<file path="config.mk">
export PLATFORM = sky130hd
export DESIGN_NAME = multicycle_controller
export DESIGN_NICKNAME = d
export VERILOG_FILES = /design/src/rtl/multicycle_controller.sv
export SDC_FILE = /design/constraint.sdc
export NUM_CORES = 1
export LEC_CHECK = 0
export CORE_MARGIN = 2
export CORE_UTILIZATION = 41
export CTS_CLUSTER_SIZE = 40
export DETAILED_ROUTE_END_ITERATION = 16
export GPL_TIMING_DRIVEN = 0
export MAX_ROUTING_LAYER = met4
export PLACE_DENSITY = 0.81
export SLEW_MARGIN = 20
export SYNTH_ARGS = -nofsm -noshare
export SYNTH_HDL_FRONTEND = slang
export SYNTH_SLANG_ARGS = --single-unit
export TNS_END_PERCENT = 50
</file>
<file path="constraint.sdc">
create_clock -name clk -period 5.7 [get_ports clk]
set_input_delay 0.855 -clock clk [delete_from_list [all_inputs] [get_ports clk]]
set_output_delay 0.855 -clock clk [all_outputs]
set_load 0.01 [all_outputs]
</file>
<file path="src/rtl/multicycle_controller.sv">
// ============================================================================
// Module   : multicycle_controller
// Brief    : Sequencing FSM for a multi-cycle RV32I-subset core sharing one
//            memory port, with a memory-response watchdog. Define
//            PERF_COUNTERS_EN to add cycle_count/instret ports.
// Revision : 1.0 - initial release
// ============================================================================
`default_nettype none

module multicycle_controller #(
  parameter int MEM_TIMEOUT = 255
) (
  input  logic        clk,
  input  logic        rst,
  input  logic [31:0] instr,
  input  logic        alu_zero,
  input  logic        mem_ready,
  output logic        mem_req,
  output logic        mem_we,
  output logic        iord,
  output logic        ir_write,
  output logic        pc_write,
  output logic        reg_write,
  output logic [1:0]  alu_src_a,
  output logic [1:0]  alu_src_b,
  output logic [2:0]  alu_control,
  output logic [2:0]  imm_src,
  output logic [1:0]  result_src,
  output logic        illegal,
  output logic        halted,
  output logic [3:0]  state
`ifdef PERF_COUNTERS_EN
  ,
  output logic [31:0] cycle_count,
  output logic [31:0] instret
`endif
);

  localparam logic [3:0] S_FETCH  = 4'd0;
  localparam logic [3:0] S_DECODE = 4'd1;
  localparam logic [3:0] S_MEMADR = 4'd2;
  localparam logic [3:0] S_MEMRD  = 4'd3;
  localparam logic [3:0] S_MEMWB  = 4'd4;
  localparam logic [3:0] S_MEMWR  = 4'd5;
  localparam logic [3:0] S_EXEC_R = 4'd6;
  localparam logic [3:0] S_EXEC_I = 4'd7;
  localparam logic [3:0] S_ALUWB  = 4'd8;
  localparam logic [3:0] S_BRANCH = 4'd9;
  localparam logic [3:0] S_JAL    = 4'd10;
  localparam logic [3:0] S_JALR   = 4'd11;
  localparam logic [3:0] S_JUMP   = 4'd12;
  localparam logic [3:0] S_HALT   = 4'd15;

  localparam logic [6:0] OP_LOAD   = 7'b0000011;
  localparam logic [6:0] OP_STORE  = 7'b0100011;
  localparam logic [6:0] OP_OP     = 7'b0110011;
  localparam logic [6:0] OP_OPIMM  = 7'b0010011;
  localparam logic [6:0] OP_LUI    = 7'b0110111;
  localparam logic [6:0] OP_BRANCH = 7'b1100011;
  localparam logic [6:0] OP_JAL    = 7'b1101111;
  localparam logic [6:0] OP_JALR   = 7'b1100111;

  localparam logic [7:0] C_TIMEOUT = 8'(MEM_TIMEOUT);

  logic [3:0] r_state, w_next;
  logic [7:0] r_wdog;
  logic [6:0] w_opcode;
  logic [2:0] w_funct3;
  logic [6:0] w_funct7;
  logic       w_bad;
  logic       w_wait_state;
  logic       w_timeout;
  logic       w_unused_bits;

  assign w_opcode      = instr[6:0];
  assign w_funct3      = instr[14:12];
  assign w_funct7      = instr[31:25];
  assign w_unused_bits = &{1'b0, instr[24:15], instr[11:7]};

  assign w_wait_state = (r_state == S_FETCH) || (r_state == S_MEMRD) || (r_state == S_MEMWR);
  // mem_ready takes priority over an expiring watchdog on the same cycle
  assign w_timeout    = !mem_ready && (r_wdog == C_TIMEOUT);

  always_comb begin
    w_bad = 1'b0;
    case (w_opcode)
      OP_OP:     w_bad = (w_funct3 != 3'b000) || (w_funct7 != 7'd0);
      OP_OPIMM:  w_bad = (w_funct3 != 3'b000);
      OP_LOAD:   w_bad = (w_funct3 != 3'b100);
      OP_STORE:  w_bad = (w_funct3 != 3'b000);
      OP_BRANCH: w_bad = (w_funct3 != 3'b001) && (w_funct3 != 3'b111);
      OP_JALR:   w_bad = (w_funct3 != 3'b000);
      OP_LUI,
      OP_JAL:    w_bad = 1'b0;
      default:   w_bad = 1'b1;
    endcase
  end

  always_ff @(posedge clk or posedge rst) begin
    if (rst) r_state <= S_FETCH;
    else     r_state <= w_next;
  end

  always_ff @(posedge clk or posedge rst) begin
    if (rst)                                    r_wdog <= 8'd0;
    else if (w_wait_state && !mem_ready && !w_timeout) r_wdog <= r_wdog + 8'd1;
    else                                        r_wdog <= 8'd0;
  end

  always_comb begin
    w_next = S_FETCH;
    case (r_state)
      S_FETCH:  w_next = mem_ready ? S_DECODE : (w_timeout ? S_HALT : S_FETCH);
      S_DECODE: begin
        if (w_bad) w_next = S_FETCH;
        else begin
          case (w_opcode)
            OP_LOAD, OP_STORE: w_next = S_MEMADR;
            OP_OP:             w_next = S_EXEC_R;
            OP_OPIMM, OP_LUI:  w_next = S_EXEC_I;
            OP_BRANCH:         w_next = S_BRANCH;
            OP_JAL:            w_next = S_JAL;
            OP_JALR:           w_next = S_JALR;
            default:           w_next = S_FETCH;
          endcase
        end
      end
      S_MEMADR: w_next = (w_opcode == OP_STORE) ? S_MEMWR : S_MEMRD;
      S_MEMRD:  w_next = mem_ready ? S_MEMWB : (w_timeout ? S_HALT : S_MEMRD);
      S_MEMWB:  w_next = S_FETCH;
      S_MEMWR:  w_next = mem_ready ? S_FETCH : (w_timeout ? S_HALT : S_MEMWR);
      S_EXEC_R,
      S_EXEC_I: w_next = S_ALUWB;
      S_ALUWB:  w_next = S_FETCH;
      S_BRANCH: w_next = S_FETCH;
      S_JAL,
      S_JALR:   w_next = S_JUMP;
      S_JUMP:   w_next = S_FETCH;
      S_HALT:   w_next = S_HALT;
      default:  w_next = S_FETCH;
    endcase
  end

  always_comb begin
    mem_req     = 1'b0;
    mem_we      = 1'b0;
    iord        = 1'b0;
    ir_write    = 1'b0;
    pc_write    = 1'b0;
    reg_write   = 1'b0;
    alu_src_a   = 2'b00;
    alu_src_b   = 2'b00;
    alu_control = 3'b000;
    imm_src     = 3'b000;
    result_src  = 2'b00;
    illegal     = 1'b0;
    halted      = 1'b0;
    case (r_state)
      S_FETCH: begin
        mem_req    = 1'b1;
        alu_src_b  = 2'b10;
        result_src = 2'b10;
        ir_write   = mem_ready;
        pc_write   = mem_ready;
      end
      S_DECODE: begin
        alu_src_a = 2'b01;
        alu_src_b = 2'b01;
        imm_src   = 3'b010;
        illegal   = w_bad;
      end
      S_MEMADR: begin
        alu_src_a = 2'b10;
        alu_src_b = 2'b01;
        imm_src   = (w_opcode == OP_STORE) ? 3'b001 : 3'b000;
      end
      S_MEMRD: begin
        mem_req = 1'b1;
        iord    = 1'b1;
      end
      S_MEMWB: begin
        reg_write  = 1'b1;
        result_src = 2'b01;
      end
      S_MEMWR: begin
        mem_req = 1'b1;
        mem_we  = 1'b1;
        iord    = 1'b1;
      end
      S_EXEC_R: alu_src_a = 2'b10;
      S_EXEC_I: begin
        alu_src_a = 2'b10;
        alu_src_b = 2'b01;
        if (w_opcode == OP_LUI) begin
          imm_src     = 3'b011;
          alu_control = 3'b010;
        end
      end
      S_ALUWB: reg_write = 1'b1;
      S_BRANCH: begin
        alu_src_a = 2'b10;
        // bne: sub, taken on nonzero; bgeu: sltu, taken when rs1<rs2 is false
        if (w_funct3 == 3'b111) begin
          alu_control = 3'b011;
          pc_write    = alu_zero;
        end else begin
          alu_control = 3'b001;
          pc_write    = !alu_zero;
        end
      end
      S_JAL: begin
        alu_src_a  = 2'b01;
        alu_src_b  = 2'b01;
        imm_src    = 3'b100;
        reg_write  = 1'b1;
        result_src = 2'b11;
      end
      S_JALR: begin
        alu_src_a  = 2'b10;
        alu_src_b  = 2'b01;
        reg_write  = 1'b1;
        result_src = 2'b11;
      end
      S_JUMP: pc_write = 1'b1;
      S_HALT: halted = 1'b1;
      default: ;
    endcase
  end

  assign state = r_state;

`ifdef PERF_COUNTERS_EN
  logic [31:0] r_cycle_count, r_instret;

  always_ff @(posedge clk or posedge rst) begin
    if (rst) begin
      r_cycle_count <= 32'd0;
      r_instret     <= 32'd0;
    end else begin
      if (r_state != S_HALT) r_cycle_count <= r_cycle_count + 32'd1;
      if ((w_next == S_FETCH) && (r_state != S_FETCH)) r_instret <= r_instret + 32'd1;
    end
  end

  assign cycle_count = r_cycle_count;
  assign instret     = r_instret;
`endif

endmodule

`default_nettype wire

</file>
== Yosys cells after proc, flatten, opt, wreduce, memory -nomap -nowiden ==
Cells that the tools add are included.

* Multiplexer cells: 30
* Reduce and logical (&&, ||, !) cells: 25
* Add/subtract/negate cells: 1
* Equal/unequal tests: 26

{| class="wikitable"
|+ Operators with widths
! kind !! number
|-
| $pmux 4 s8 || 1
|-
| $mux 4 || 7
|-
| $eq 4x4->1 const B || 6
|-
| $pmux 4 s6 || 1
|-
| $eq 7x6->1 const B || 3
|-
| $eq 7x7->1 const B || 3
|-
| $eq 4x3->1 const B || 4
|-
| $reduce_or 2->1 || 7
|-
| $pmux 2 s2 || 3
|-
| $pmux 3 s4 || 1
|-
| $reduce_or 5->1 || 2
|-
| $mux 1 || 9
|-
| $add 8x1->8 const B || 1
|-
| $eq 4x2->1 const B || 2
|-
| $eq 8x8->1 const B || 1
|-
| $mux 8 || 1
|-
| $eq 7x2->1 const B || 1
|-
| $eq 7x5->1 const B || 1
|-
| $reduce_bool 7->1 || 1
|-
| $mux 2 || 3
|-
| $ne 3x3->1 const B || 2
|-
| $pmux 2 s3 || 1
|-
| $reduce_or 3->1 || 2
|-
| $pmux 1 s5 || 1
|-
| 11 further kinds || 18
|}

* Logic and storage cells: 84
* Register bits after elaboration: 12

== Longest topological paths before layout ==
* Word-level depth: 6
* Gate-level depth with buffers: 6

== Least setup slack after synthesis ==
No wires, ideal clock.

* Kind: input -> output
* From: input instr[26]
* To: output illegal
* Arrival time: 2.238 ns
* Slack: 2.607 ns
* Stages: 5
* Cell sequence: or4_1 > nor4_2 > a2111oi_1 > nor4_2 > a31oi_1

* Cells in the longest elaborated chain, start to end: 4

{| class="wikitable"
|+ RTL lines
! item !! line !! source
|-
| from (decl) || 15 || <nowiki>input logic [31:0] instr,</nowiki>
|-
| $reduce_bool 7->1 || 87 || <nowiki>OP_OP: w_bad = (w_funct3 != 3'b000) || (w_funct7 != 7'd0);</nowiki>
|-
| $logic_or 1x1->1 || 87 ||
|-
| $pmux 1 s5 || 86 || <nowiki>case (w_opcode)</nowiki>
|-
| $mux 1 || 158 || <nowiki>case (r_state)</nowiki>
|-
| to (decl) || 29 || <nowiki>output logic illegal,</nowiki>
|}

Every way passes these cells.

== Worst setup path after layout ==
* From: input instr[5]
* To: output illegal

* Cells in the longest elaborated chain, start to end: 4
* Elaborated cells on any way between the ends: 12

{| class="wikitable"
|+ RTL lines
! item !! line
|-
| $eq 7x6->1, or another cell as far along || 86
|-
| $reduce_or 3->1 (no line) / $reduce_or 2->1 (equally long branches) || --
|-
| $pmux 1 s5 (*) || 86
|-
| $mux 1 (*) || 158
|}

Every way passes the cells marked *; elsewhere a longest branch is shown, timed or not.

==> results.sh <==
export IMPL_drc_errors=0
export IMPL_path_cells="clkdlybuf4s50_1, clkbuf_1, nand2b_1, a211oi_1, nor3_1, nor4_2, a31oi_1, clkdlybuf4s50_1"
export IMPL_syn_avg_cell_area_um2=7.209
export IMPL_synth_seq_area_share_pct=24.22
export IMPL_num_nets_final=255
export IMPL_ioPinCount=60
export IMPL_fp_dieH_um=59.00
export IMPL_fillCellCount=260
export IMPL_vias=1424
export IMPL_start_util_pct=44.20
export IMPL_vias_per_cell=5.765
export IMPL_grt_busiest_layer="met2"
export IMPL_cts_htree_levels=1
export IMPL_totalWireLength_um=3240
export IMPL_max_cap_violations=0
export IMPL_synthesis_nets=209
export IMPL_overflow=0
export IMPL_required_ps=4850
export IMPL_hold_viol=0
export IMPL_drtIter0Drc=50
export IMPL_arrival_ps=3320
export IMPL_fin_worst_skew_ps=1.352
export IMPL_cts_inserted_buffers=3
export IMPL_total_leakage_power_nw=0.6848
export IMPL_synth_cell_area_um2=1240
export IMPL_p_per_area_nw_per_um2=133.7
export IMPL_synth_warnings=0
export IMPL_ys_ff_latch=12
export IMPL_cp_end_kind="output port"
export IMPL_row_count=19
export IMPL_hp_class="reg2reg"
export IMPL_path_common_cell="clkdlybuf4s50_1"
export IMPL_status="finished clean"
export IMPL_clock_sinks=12
export IMPL_core_um2=2805
export IMPL_drtAntennaViolNets=0
export IMPL_hold_ws_ps=493.3
export IMPL_final_period_utilization_pct=73.18
export IMPL_cpPeakStageDelay_ps=500
export IMPL_grt_pass1_vias=1187
export IMPL_cts_setup_buffers=0
export IMPL_crit_path_start_kind="input pin"
export IMPL_synth_cells=172
export IMPL_grt_pass1_wl_um=5340
export IMPL_met3_usage_pct=1.310
export IMPL_drive_gt1_share_pct=6.481
export IMPL_irDropWorstVdd_mv=0.1470
export IMPL_rsz0062_at_grt="false"
export IMPL_fin_crit_ps=4172
export IMPL_antennaDiodeCount=0
export IMPL_ctsHoldBuffers=0
export IMPL_slew_violations=0
export IMPL_ctsRootBufferMaster="clkbuf_4"
export IMPL_async_flop_share_pct=100.0
export IMPL_area_growth_pct=38.04
export IMPL_clock_latency_ps=260
export IMPL_grtUsageMet2_pct=30.95
export IMPL_crit_slowest_cell="clkdlybuf4s50_1"
export IMPL_fp_dieArea_um2=3480
export IMPL_clockBufferDepth=2
export IMPL_crit_type="in2out"
export IMPL_avgRoutedWirePerCell_um=13.12
export IMPL_setup_viol=0
export IMPL_ys_flop_type="dfrtp_1"
export IMPL_antenna_found_initial=0
export IMPL_synth_edf_count=0
export IMPL_firstDrtPassIters=4
export IMPL_cts_tree="built"
export IMPL_io_buffer_count=41
export IMPL_synth_cell_type_count=50
export IMPL_max_slew_margin_rel_pct=67.31
export IMPL_gp_congestion=0.9093
export IMPL_fmax_mhz=239.7
export IMPL_clk_pin_slew_ps=60
export IMPL_grt_usage_pct=19.58
export IMPL_hpwl_um=2530
export IMPL_use_met1_pct=27.71
export IMPL_die_w_um=59.00
export IMPL_cts_resized=0
export IMPL_tns_ps=0
export IMPL_critPathMaxFanout=10
export IMPL_worstMarginPinSlew_ps=478.0
export IMPL_grt_start_max_net_pins=13
==> cell usage in the layout (no fill, tap or decap), types with 3 or more instances in the layout <==
cell             netlist  final
nor2_1                22     22
nand2b_1               6      6
nor4_1                 4      4
nand3_1                6      6
inv_1                  7      7
o22ai_1                3      3
clkdlybuf4s50_1        0     41
xnor2_1                3      3
o2bb2ai_1              3      3
nor3_1                 7      7
nand2_1               20     20
or2_2                  3      3
clkbuf_1               9      9
a21oi_1                8      8
xor2_1                 6      6
o21ai_0                8      8
clkbuf_4               0      3
dfrtp_1               12     12
==> state kept, by name, summed over array words and instances (netlist names) <==
register	count
r_wdog	8
state	4
==> power by group <==
group | total, mW | switching (mW) | internal, mW | leakage [nW]
Clock | 0.0492 | 0.0248 | 0.0244 | 0.0138
Combinational | 0.0890 | 0.0450 | 0.0440 | 0.506
Sequential | 0.0907 | 0.00289 | 0.0878 | 0.165
==> metal layers <==
metal  vias to the layer above  share of wire [%]
met4                         0               0.52
met5                         -                  0
met2                        51                 47
met3                         4                5.3
met1                       653                 48
li1                        716                  -
==> area by class of cell <==
cell class	count	area, um^2	share of cell area, %
clock buffers	3	22.52	1.316
inverters	7	26.28	1.535
well taps	31	38.79	2.266
flip-flops and latches	12	300.3	17.54
repair buffers	41	410.4	23.98
multi-input cells	141	857.1	50.07
plain buffers	12	56.30	3.289
==> cells by family (layout without fill, tap and decap cells) <==
group | count (synthesis) | count (layout) | share of synthesized area, %
AOI/OAI and AO/OA | 39 | 39 | 21.60
xor gates and xnor gates | 9 | 9 | 6.358
adders and majority gates | 1 | 1 | 1.009
buffers and inverters | 19 | 63 | 6.660
DFF | 12 | 12 | 24.22
muxes | 1 | 1 | 0.8073
other | 1 | 1 | 0.3024
and+or+nand+nor | 90 | 90 | 39.05
==> final timing paths <==
kind / start / slack [ps] / depth (start not counted) / end
worst max register to register: state[0] / 3740 / 6 / state[0]
worst min-delay path: r_wdog[0] / 490 / 1 / r_wdog[0]
worst min register to register: r_wdog[0] / 490 / 1 / r_wdog[0]
worst max-delay path: instr[5] / 1530 / 8 / illegal
min in group asynchronous: rst / 890 / 2 / state[3]
max in group asynchronous: rst / 4510 / 2 / r_wdog[5]
==> cells in the mapped netlist (all sizes together), types with 6 or more instances <==
cell type / instances / share of area, %
a21oi: 8 / 3.2
nand3: 6 / 2.4
xor2: 6 / 4.2
nor2: 22 / 6.7
inv: 7 / 2.1
nor3: 7 / 2.8
nand2b: 6 / 3.0
nor4: 6 / 4.0
nand2: 20 / 6.1
o21ai: 8 / 3.2
clkbuf: 9 / 2.7
dfrtp: 12 / 24
==> through the flow <==
stage               setup WS, ps  util (%)  cells  area, um^2  total power, mW
floorplan                   2607         -    172        1240           0.1381
global route                1371     61.02    247        1712           0.2426
CTS                         1536     61.02    247        1712           0.2307
global placement            1587     60.21    244        1689           0.1791
finish                      1529     61.02    247        1712           0.2289
detailed placement          1532     60.21    244        1689           0.1805
==> critical path, delay by kind of cell <==
family	cells	cell delay (ps)
buffers and inverters	3	1360
AND/OR/NAND/NOR	3	660
AO/OA/AOI/OAI	2	430
Note: power is estimated with default switching activity, not from simulation.
